<file path="src/rtl/time_pps_stamp_wr.sv">
// Timestamp producer for the time-word FIFO.
// Keeps a 32-bit seconds counter disciplined by an external 1PPS and measures the
// length of every second in sclk ticks. Each second produces one {sec, period} word.
// When PPS is lost the block free-runs in holdover on the nominal tick count.
module time_pps_stamp_wr #(
  parameter int unsigned CLK_HZ  = 50_000_000,
  parameter int unsigned PPS_TOL = 1000
) (
  input  logic        sclk,
  input  logic        rst_n,
  input  logic        pps_in,
  input  logic        time_set_en,
  input  logic [31:0] time_set_sec,
  input  logic        fifo_full,
  output logic        fifo_wr_en,
  output logic [63:0] fifo_wr_data,
  output logic        holdover,
  output logic [15:0] drop_cnt
);

  localparam logic [31:0] TICKS_NOM  = 32'(CLK_HZ);
  localparam logic [31:0] TICKS_LO   = 32'(CLK_HZ - PPS_TOL);
  localparam logic [31:0] TICKS_HI   = 32'(CLK_HZ + PPS_TOL);
  localparam logic [31:0] TICKS_HALF = 32'(CLK_HZ / 2);

  typedef enum logic [1:0] {
    ST_UNLOCK = 2'd0,
    ST_LOCK   = 2'd1,
    ST_HOLD   = 2'd2
  } state_t;

  state_t      r_state;
  state_t      w_state_nxt;
  logic        r_s1, r_s2, r_s3;
  logic        w_pps_rise;
  logic [31:0] r_tick_cnt;
  logic [31:0] w_tick_nxt;
  logic [31:0] r_sec;
  logic [31:0] w_sec_nxt;
  logic [31:0] w_period;
  logic [31:0] r_set_val;
  logic        r_set_pending;
  logic        w_event;
  logic        w_realign;
  logic        w_first;
  logic        r_wr_en;
  logic [63:0] r_wr_data;
  logic        r_holdover;
  logic [15:0] r_drop_cnt;

  assign w_pps_rise = r_s2 & ~r_s3;
  assign w_tick_nxt = r_tick_cnt + 32'd1;
  // The event that leaves UNLOCK has no meaningful previous second to measure.
  assign w_period   = w_first ? 32'd0 : w_tick_nxt;
  assign w_sec_nxt  = r_set_pending ? r_set_val : (r_sec + 32'd1);

  // Three-flop synchroniser for the asynchronous PPS input.
  always_ff @(posedge sclk or negedge rst_n) begin
    if (!rst_n) begin
      r_s1 <= 1'b0;
      r_s2 <= 1'b0;
      r_s3 <= 1'b0;
    end else begin
      r_s1 <= pps_in;
      r_s2 <= r_s1;
      r_s3 <= r_s2;
    end
  end

  // Lock state register.
  always_ff @(posedge sclk or negedge rst_n) begin
    if (!rst_n) begin
      r_state <= ST_UNLOCK;
    end else begin
      r_state <= w_state_nxt;
    end
  end

  // Decide second events, realigns and lock transitions from PPS and the tick count.
  always_comb begin
    w_state_nxt = r_state;
    w_event     = 1'b0;
    w_realign   = 1'b0;
    w_first     = 1'b0;
    case (r_state)
      ST_UNLOCK: begin
        if (w_pps_rise) begin
          w_event     = 1'b1;
          w_first     = 1'b1;
          w_state_nxt = ST_LOCK;
        end else begin
          w_state_nxt = ST_UNLOCK;
        end
      end
      ST_LOCK: begin
        // An early pulse below the window is a glitch and leaves everything untouched.
        if (w_pps_rise && (w_tick_nxt >= TICKS_LO) && (w_tick_nxt <= TICKS_HI)) begin
          w_event = 1'b1;
        end else if (w_tick_nxt == TICKS_HI) begin
          w_event     = 1'b1;
          w_state_nxt = ST_HOLD;
        end else begin
          w_state_nxt = ST_LOCK;
        end
      end
      ST_HOLD: begin
        // A returning PPS always relocks; late enough it also marks the second.
        if (w_pps_rise) begin
          if (w_tick_nxt >= TICKS_HALF) begin
            w_event = 1'b1;
          end else begin
            w_realign = 1'b1;
          end
          w_state_nxt = ST_LOCK;
        end else if (w_tick_nxt == TICKS_NOM) begin
          w_event = 1'b1;
        end else begin
          w_state_nxt = ST_HOLD;
        end
      end
      default: begin
        w_state_nxt = ST_UNLOCK;
      end
    endcase
  end

  // Tick counter: idle while unlocked, restarts at each second mark or realign.
  always_ff @(posedge sclk or negedge rst_n) begin
    if (!rst_n) begin
      r_tick_cnt <= 32'd0;
    end else if ((r_state == ST_UNLOCK) || w_event || w_realign) begin
      r_tick_cnt <= 32'd0;
    end else begin
      r_tick_cnt <= w_tick_nxt;
    end
  end

  // Seconds counter advances (or loads a pending set value) on every second event.
  always_ff @(posedge sclk or negedge rst_n) begin
    if (!rst_n) begin
      r_sec <= 32'd0;
    end else if (w_event) begin
      r_sec <= w_sec_nxt;
    end
  end

  // Time-set capture; a new request on an event cycle waits for the following event.
  always_ff @(posedge sclk or negedge rst_n) begin
    if (!rst_n) begin
      r_set_val     <= 32'd0;
      r_set_pending <= 1'b0;
    end else if (time_set_en) begin
      r_set_val     <= time_set_sec;
      r_set_pending <= 1'b1;
    end else if (w_event) begin
      r_set_pending <= 1'b0;
    end
  end

  // Registered FIFO write; data holds its last value between writes.
  always_ff @(posedge sclk or negedge rst_n) begin
    if (!rst_n) begin
      r_wr_en   <= 1'b0;
      r_wr_data <= 64'd0;
    end else if (w_event && !fifo_full) begin
      r_wr_en   <= 1'b1;
      r_wr_data <= {w_sec_nxt, w_period};
    end else begin
      r_wr_en   <= 1'b0;
    end
  end

  // Saturating count of words lost to a full FIFO.
  always_ff @(posedge sclk or negedge rst_n) begin
    if (!rst_n) begin
      r_drop_cnt <= 16'd0;
    end else if (w_event && fifo_full && (r_drop_cnt != 16'hFFFF)) begin
      r_drop_cnt <= r_drop_cnt + 16'd1;
    end
  end

  // Holdover flag tracks the state the FSM is entering.
  always_ff @(posedge sclk or negedge rst_n) begin
    if (!rst_n) begin
      r_holdover <= 1'b0;
    end else begin
      r_holdover <= (w_state_nxt == ST_HOLD);
    end
  end

  assign fifo_wr_en   = r_wr_en;
  assign fifo_wr_data = r_wr_data;
  assign holdover     = r_holdover;
  assign drop_cnt     = r_drop_cnt;

endmodule
</file>
<file path="config.mk">
export PLATFORM = sky130hd
export DESIGN_NAME = time_pps_stamp_wr
export DESIGN_NICKNAME = d
export VERILOG_FILES = /design/src/rtl/time_pps_stamp_wr.sv
export SDC_FILE = /design/constraint.sdc
export NUM_CORES = 1
export LEC_CHECK = 0
export CORE_ASPECT_RATIO = 2
export CORE_MARGIN = 10
export CORE_UTILIZATION = 30
export CTS_BUF_LIST = sky130_fd_sc_hd__clkbuf_4 sky130_fd_sc_hd__clkbuf_8
export CTS_CLUSTER_SIZE = 14
export DETAILED_ROUTE_END_ITERATION = 7
export GPL_TIMING_DRIVEN = 0
export PLACE_DENSITY = 0.56
export REMOVE_ABC_BUFFERS = 1
export SYNTH_ARGS = -nofsm -noshare
export SYNTH_HDL_FRONTEND = slang
export SYNTH_SLANG_ARGS = --single-unit
</file>
<file path="constraint.sdc">
create_clock -name sclk -period 4.25 [get_ports sclk]
set_input_delay 0.85 -clock sclk [delete_from_list [all_inputs] [get_ports sclk]]
set_output_delay 0.85 -clock sclk [all_outputs]
set_load 0.005 [all_outputs]
</file>
-- Yosys cells after proc, flatten, opt, wreduce, memory -nomap -nowiden
Index checks and enable logic that the tools add are counted.
- logic and storage cells: 59
- output and inout bits: 82
- ROM bits: 0
- input port bits: 37
- RAM bits: 0
- register bits: 184
- bits in latches: 0
- memories: 0
- bitwise logic cells: 2
- div/mod/pow operators: 0
- $mul: 0
- reductions and logical operators: 10
- add/sub/neg operators: 3
- shift-type cells: 0
- eq/ne operators: 6
- magnitude comparators: 3
- mux-type cells: 23
- operators with widths (operator ; number):
    32-bit 2-to-1 mux ; 3
    32-bit by 1-bit adder with 32-bit output (second input constant) ; 2
    32-bit by 26-bit == test with 1-bit output (second input constant) ; 2
    32-bit by 25-bit greater-or-equal comparator with 1-bit output (second input constant) ; 1
    32-bit by 26-bit greater-or-equal comparator with 1-bit output (second input constant) ; 1
    32-bit by 26-bit <= comparator with 1-bit output (second input constant) ; 1
    16-bit by 1-bit adder with 16-bit output (second input constant) ; 1
    16-bit != test (second input constant) ; 1
    1-bit 2-to-1 mux ; 14
    2-bit 2-to-1 mux ; 4
    2-bit one-hot mux with 3 select lines ; 1
    1-bit logical AND ; 5
    2-bit == test (second input constant) ; 2
    1-bit one-hot mux with 3 select lines ; 1
    2-bit by 1-bit == test with 1-bit output (second input constant) ; 1
    2-bit zero test ; 1
    1-bit logical OR ; 2
    2-bit nonzero test ; 1
    1-bit AND ; 1
    1-bit zero test ; 1
    1-bit NOT ; 1

-- Logic depth before layout (Yosys ltp)
- word-level depth: 9
- mapped depth: 16
- depth with buffers taken out: 12

-- Worst setup path before layout
No wires, ideal clock.
- path type: reg-to-reg
- start: register r_tick_cnt[1]
- end: register r_wr_data[59], in the netlist fifo_wr_data[59]
- setup time: 0.128 ns
- required time: 4.122 ns
- data arrival time: 3.412 ns
- path buffers: 4
- stages on the path, launching flop included: 17
- setup slack: 0.710 ns
- clock period less this slack: 3.540 ns
- cell sequence: dfrtp_1 > ha_1 > buf_2 > nand4_1 > buf_2 > nor2_1 > nand4_1 > xor2_1 > nor4b_2 > nand2b_1 > nor4b_4 > a31oi_1 > o22ai_2 > nor2b_2 > buf_6 > buf_6 > mux2_1
- longest elaborated chain between the ends: 7
- elaborated cells on any way between the ends: 15
- classes of those cells: add/sub: 1; order compare: 3; eq/ne: 2; mux: 6; reduce/logical: 3
- RTL lines (what ; line ; source):
    start, declared ; 36 ; logic [31:0] r_tick_cnt;
    start signal, assigned ; 134 ; r_tick_cnt <= w_tick_nxt;
    32-bit by 1-bit adder with 32-bit output * ; 52 ; assign w_tick_nxt = r_tick_cnt + 32'd1;
    32-bit by 26-bit greater-or-equal comparator with 1-bit output ; 97 ; if (w_pps_rise && (w_tick_nxt >= TICKS_LO) && (w_tick_nxt <= TICKS_HI)) begin
    1-bit logical AND (2 in series) ; 97 ;
    1-bit 2-to-1 mux ; 97 ;
    1-bit one-hot mux with 3 select lines * ; 85 ; case (r_state)
    1-bit logical AND * ; 165 ; end else if (w_event && !fifo_full) begin
    end signal, assigned ; 167 ; r_wr_data <= {w_sec_nxt, w_period};
    end, declared ; 47 ; logic [63:0] r_wr_data;
Mark *: on every way between the ends. The rest lies on a longest branch, timed or not.
A chain may end at the register's enable or synchronous reset.

-- Final worst setup path
- start: register r_tick_cnt[1]
- end: register r_wr_data[12], in the netlist fifo_wr_data[12]
- longest elaborated chain between the ends: 7
- elaborated cells on any way between the ends: 16
- classes of those cells: add/sub: 1; order compare: 3; eq/ne: 2; mux: 7; reduce/logical: 3
- RTL lines (what ; line):
    32-bit by 1-bit adder with 32-bit output * ; 52
    32-bit by 26-bit greater-or-equal comparator with 1-bit output ; 97
    1-bit logical AND (2 in series) ; 97
    1-bit 2-to-1 mux ; 97
    1-bit one-hot mux with 3 select lines ; 85
    1-bit logical AND ; 165
Marks and branches as above.

==> impl_metrics.json <==
{
  "reg2reg_to": "fifo_wr_data[12]",
  "clk_pin_slew_ns": 0.12,
  "max_cap_violations": 0,
  "post-route-period-util_pct": 95.7,
  "drive_gt1_share_pct": 17.2,
  "antenna_found_initial": 0,
  "fp.dieW_um": 145,
  "h-tree-depth": 4,
  "fin_nets": 1028,
  "finalSetupTns_ns": 0,
  "p_clk_share_pct": 27.0,
  "io_buffers": 118,
  "r2r_cells": 17,
  "finClkSkew_ns": 0.0198,
  "yosysWarnings": 0,
  "vias_per_cell": 4.89,
  "clk_root_buffer_cell": "clkbuf_8",
  "critPathKind": "reg2reg",
  "cts_tree": "done",
  "p_sw_uw": 1540,
  "worstSetupEndpoint": "fifo_wr_data[12]",
  "yosysTopAreaCellShare_pct": 48.8,
  "finalHoldViolations": 0,
  "ant_nets": 0,
  "tightest_slew_ns": 0.894,
  "r2r-start": "r_tick_cnt[1]",
  "crit_slowest_cell": "dfrtp_2",
  "postRouteWirelength_um": 25900,
  "crit_required_ns": 4.65,
  "synth_edf_count": 0,
  "sw_frac_of_total_pct": 32.2,
  "clock_path_buffers": 2,
  "pin_count": 119,
  "fill_cells": 3185,
  "maxSlewViolCount": 0,
  "syn-cell-area_um2": 9440,
  "p_per_area_nw_per_um2": 409,
  "power_leakage_uw": 0.00485,
  "insertion_delay_ns": 0.51,
  "yosysUniqueCellTypes": 66,
  "synthFlopType": "dfrtp_1",
  "place.gp.congestion": 0.812,
  "relSlewSlack_pct": 40.4,
  "yosysTopAreaCell": "dfrtp_1",
  "drtPass1Iterations": 4,
  "seq_power_share_pct": 49.1,
  "vias": 6931,
  "combPwrFrac_pct": 23.9,
  "r2r_setup_slack_ns": 0.18,
  "final_cell_area_um2": 11700,
  "critPathCaptureType": "register",
  "cp.arrival_ns": 4.47,
  "path_depth": 17,
  "die_area_um2": 39400,
  "p_int_uw": 3240,
  "ys_seq_area_share_pct": 48.8,
  "grt_max_degree": 98,
  "design.core.area_um2": 31000,
  "slowest_delay_ns": 0.45,
  "setup_viol": 0,
  "drc": 0,
  "grt_setup_unrepaired": "false",
  "async_reset_ff_share_pct": 100,
  "initial_core_util_pct": 30.5,
  "grt_pass1_vias": 7337,
  "cts_buffers": 17,
  "place_area_um2": 11000,
  "dr.first_iter.drc_count": 291,
  "wl_per_cell_um": 18.3,
  "rows": 91,
  "die_h_um": 271,
  "yosys-top-cells-area": "dfrtp_1, mux2_2, mux2_1",
  "syn_avg_cell_area_um2": 10.7,
  "hp-class": "in2async",
  "grt_usage_pct": 13.2,
  "overflow": 0,
  "synthCells": 882,
  "finalCriticalPeriod_ns": 4.07,
  "cts_sinks": 184,
  "fin_util_pct": 37.8,
  "cp_top_family": "simple AND/OR/NAND/NOR gates",
  "cp_cell_sequence": "ha_4, nand4_1, buf_4, buf_4, nor4_1, xnor2_1, or2_1, nor4_1, o211ai_1, o21ai_0, a21oi_1, o22ai_4, buf_12, nor2b_4, buf_12, buf_16, mux2_2",
  "dpl.cell_count": 1371,
  "ys_ff_latch": 184,
  "status": "finished, final reports clean",
  "fmax_mhz": 246,
  "syn2layout_area_growth_pct": 24.0,
  "cp.buffers_inverters": 5,
  "startpoint": "r_tick_cnt[1]",
  "crit_fanout": 18,
  "grt_pass1_wl_um": 41100,
  "layoutNonFillerInstCount": 1418,
  "vdd_drop_max_mv": 0.309,
  "hpwl_um": 18300,
  "antenna_cells": 0,
  "startpoint_type": "register"
}
==> worst min-delay path by stage <==
stage,endpoint,from,cells after the start,slack (ns)
2_1_floorplan,r_s2,r_s1,0,0.33
3_3_place_gp,r_s2,r_s1,0,0.34
3_5_place_dp,r_s2,r_s1,0,0.34
4_1_cts,r_set_val[6],rst_n,1,0.32
5_1_grt,r_set_val[6],rst_n,1,0.36
6_report,r_sec[6],rst_n,1,0.33
==> power by group through the flow <==
stage | Combinational [µW] | Sequential (µW) | Clock (µW)
2_1_floorplan | 527 | 2330 | 0
3_5_place_dp | 1120 | 2390 | 0
6_report | 1140 | 2350 | 1290
5_1_grt | 1280 | 2400 | 1400
4_1_cts | 1170 | 2360 | 1350
3_3_place_gp | 1090 | 2390 | 0
==> cells by family after synthesis <==
family	share of synthesized area [%]
muxes	15.6
DFF	48.8
and+or+nand+nor	17.0
adders and majority gates	0.530
xor gates and xnor gates	7.43
buffers and inverters	3.49
AOI/OAI and AO/OA	7.12
==> timing repair <==
| item | 4_1_cts | 5_1_grt |
|---|---|---|
| pin swaps | 3 | 0 |
| cloned | 2 | 1 |
| buffers inserted | 9 | 3 |
| hold buffers | 0 | 0 |
| setup endpoints to repair | 149 | 37 |
| gates resized for setup | 17 | 2 |
==> state kept, by name, indices dropped and copies added, names as in the netlist <==
| register | count |
|---|---|
| drop_cnt | 16 |
| fifo_wr_data | 64 |
| fifo_wr_en | 1 |
| holdover | 1 |
| r_s1 | 1 |
| r_s2 | 1 |
| r_s3 | 1 |
| r_sec | 32 |
| r_set_pending | 1 |
| r_set_val | 32 |
| r_state | 2 |
| r_tick_cnt | 32 |
==> cell usage after synthesis (all sizes together) (2+ instances only) <==
master and count:
mux2 123, or3 2, o211ai 2, nand3b 3, o311ai 2, buf 22, mux2i 9, inv 12
a31oi 6, a31o 3, o31ai 7, or2 6, xor2 35, nor2 104, o21ai 39, and4 7
and3 17, a21o 3, nand2b 5, nand4 23, nand3 36, xnor2 45, nand2 68, ha 4
a211oi 3, nor3 17, nor2b 4, nor4 5, o22a 2, a22o 11, nor4bb 2, o21bai 2
nor4b 5, clkbuf 33, and2 5, a22oi 2, a21oi 11, dfrtp 184
==> layout by cell type (no fill, tap or decap), types with 6 or more instances in the layout <==
master           Yosys  layout
buf_4                3      12
nand3_1             35      35
dfrtp_1            184     174
dfrtp_2              0      10
a31oi_1              6       6
mux2_2              77      77
xor2_1              35      34
xnor2_1             45      45
and4_1               7       6
o21ai_0             39      39
clkdlybuf4s50_1      0     116
nand2_1             68      68
o31ai_1              7       7
nor2_1             103     101
and3_1              17      17
inv_8                0       6
nand4_1             21      21
inv_1               12      12
nor3_1              14      13
mux2i_1              9       9
mux2_1              46      46
a22o_1              11      11
clkbuf_8             0      17
a21oi_1             11      11
==> stage by stage <==
| stage | power (µW) | hold slack [ns] | worst slack (ns) |
|---|---|---|---|
| 2_1_floorplan | 2860 | 0.331 | -2.36 |
| 3_3_place_gp | 3480 | 0.336 | -5.84 |
| 3_5_place_dp | 3510 | 0.341 | -1.73 |
| 4_1_cts | 4870 | 0.324 | 0.0582 |
| 5_1_grt | 5090 | 0.358 | 0.00849 |
| 6_report | 4790 | 0.331 | 0.185 |
==> cell type report <==
| type | instances | area (µm²) | share of cell area, % |
|---|---|---|---|
| clock inverters | 15 | 196 | 1.68 |
| clock buffers | 17 | 234 | 2.00 |
| flip-flops and latches | 184 | 4620 | 39.5 |
| multi-input cells | 631 | 4590 | 39.3 |
| inverters | 13 | 48.8 | 0.417 |
| well taps | 418 | 523 | 4.47 |
| repair buffers | 140 | 1490 | 12.7 |
==> layer usage <==
metal	vias up	global-route usage [%]	part of all wire, %
met5	-	0	0
met4	0	5.91	3.4
met3	42	3.73	4.7
met2	128	25.6	57
met1	3465	12.5	35
li1	3296	-	-
Power figures use the tool's default switching activity.
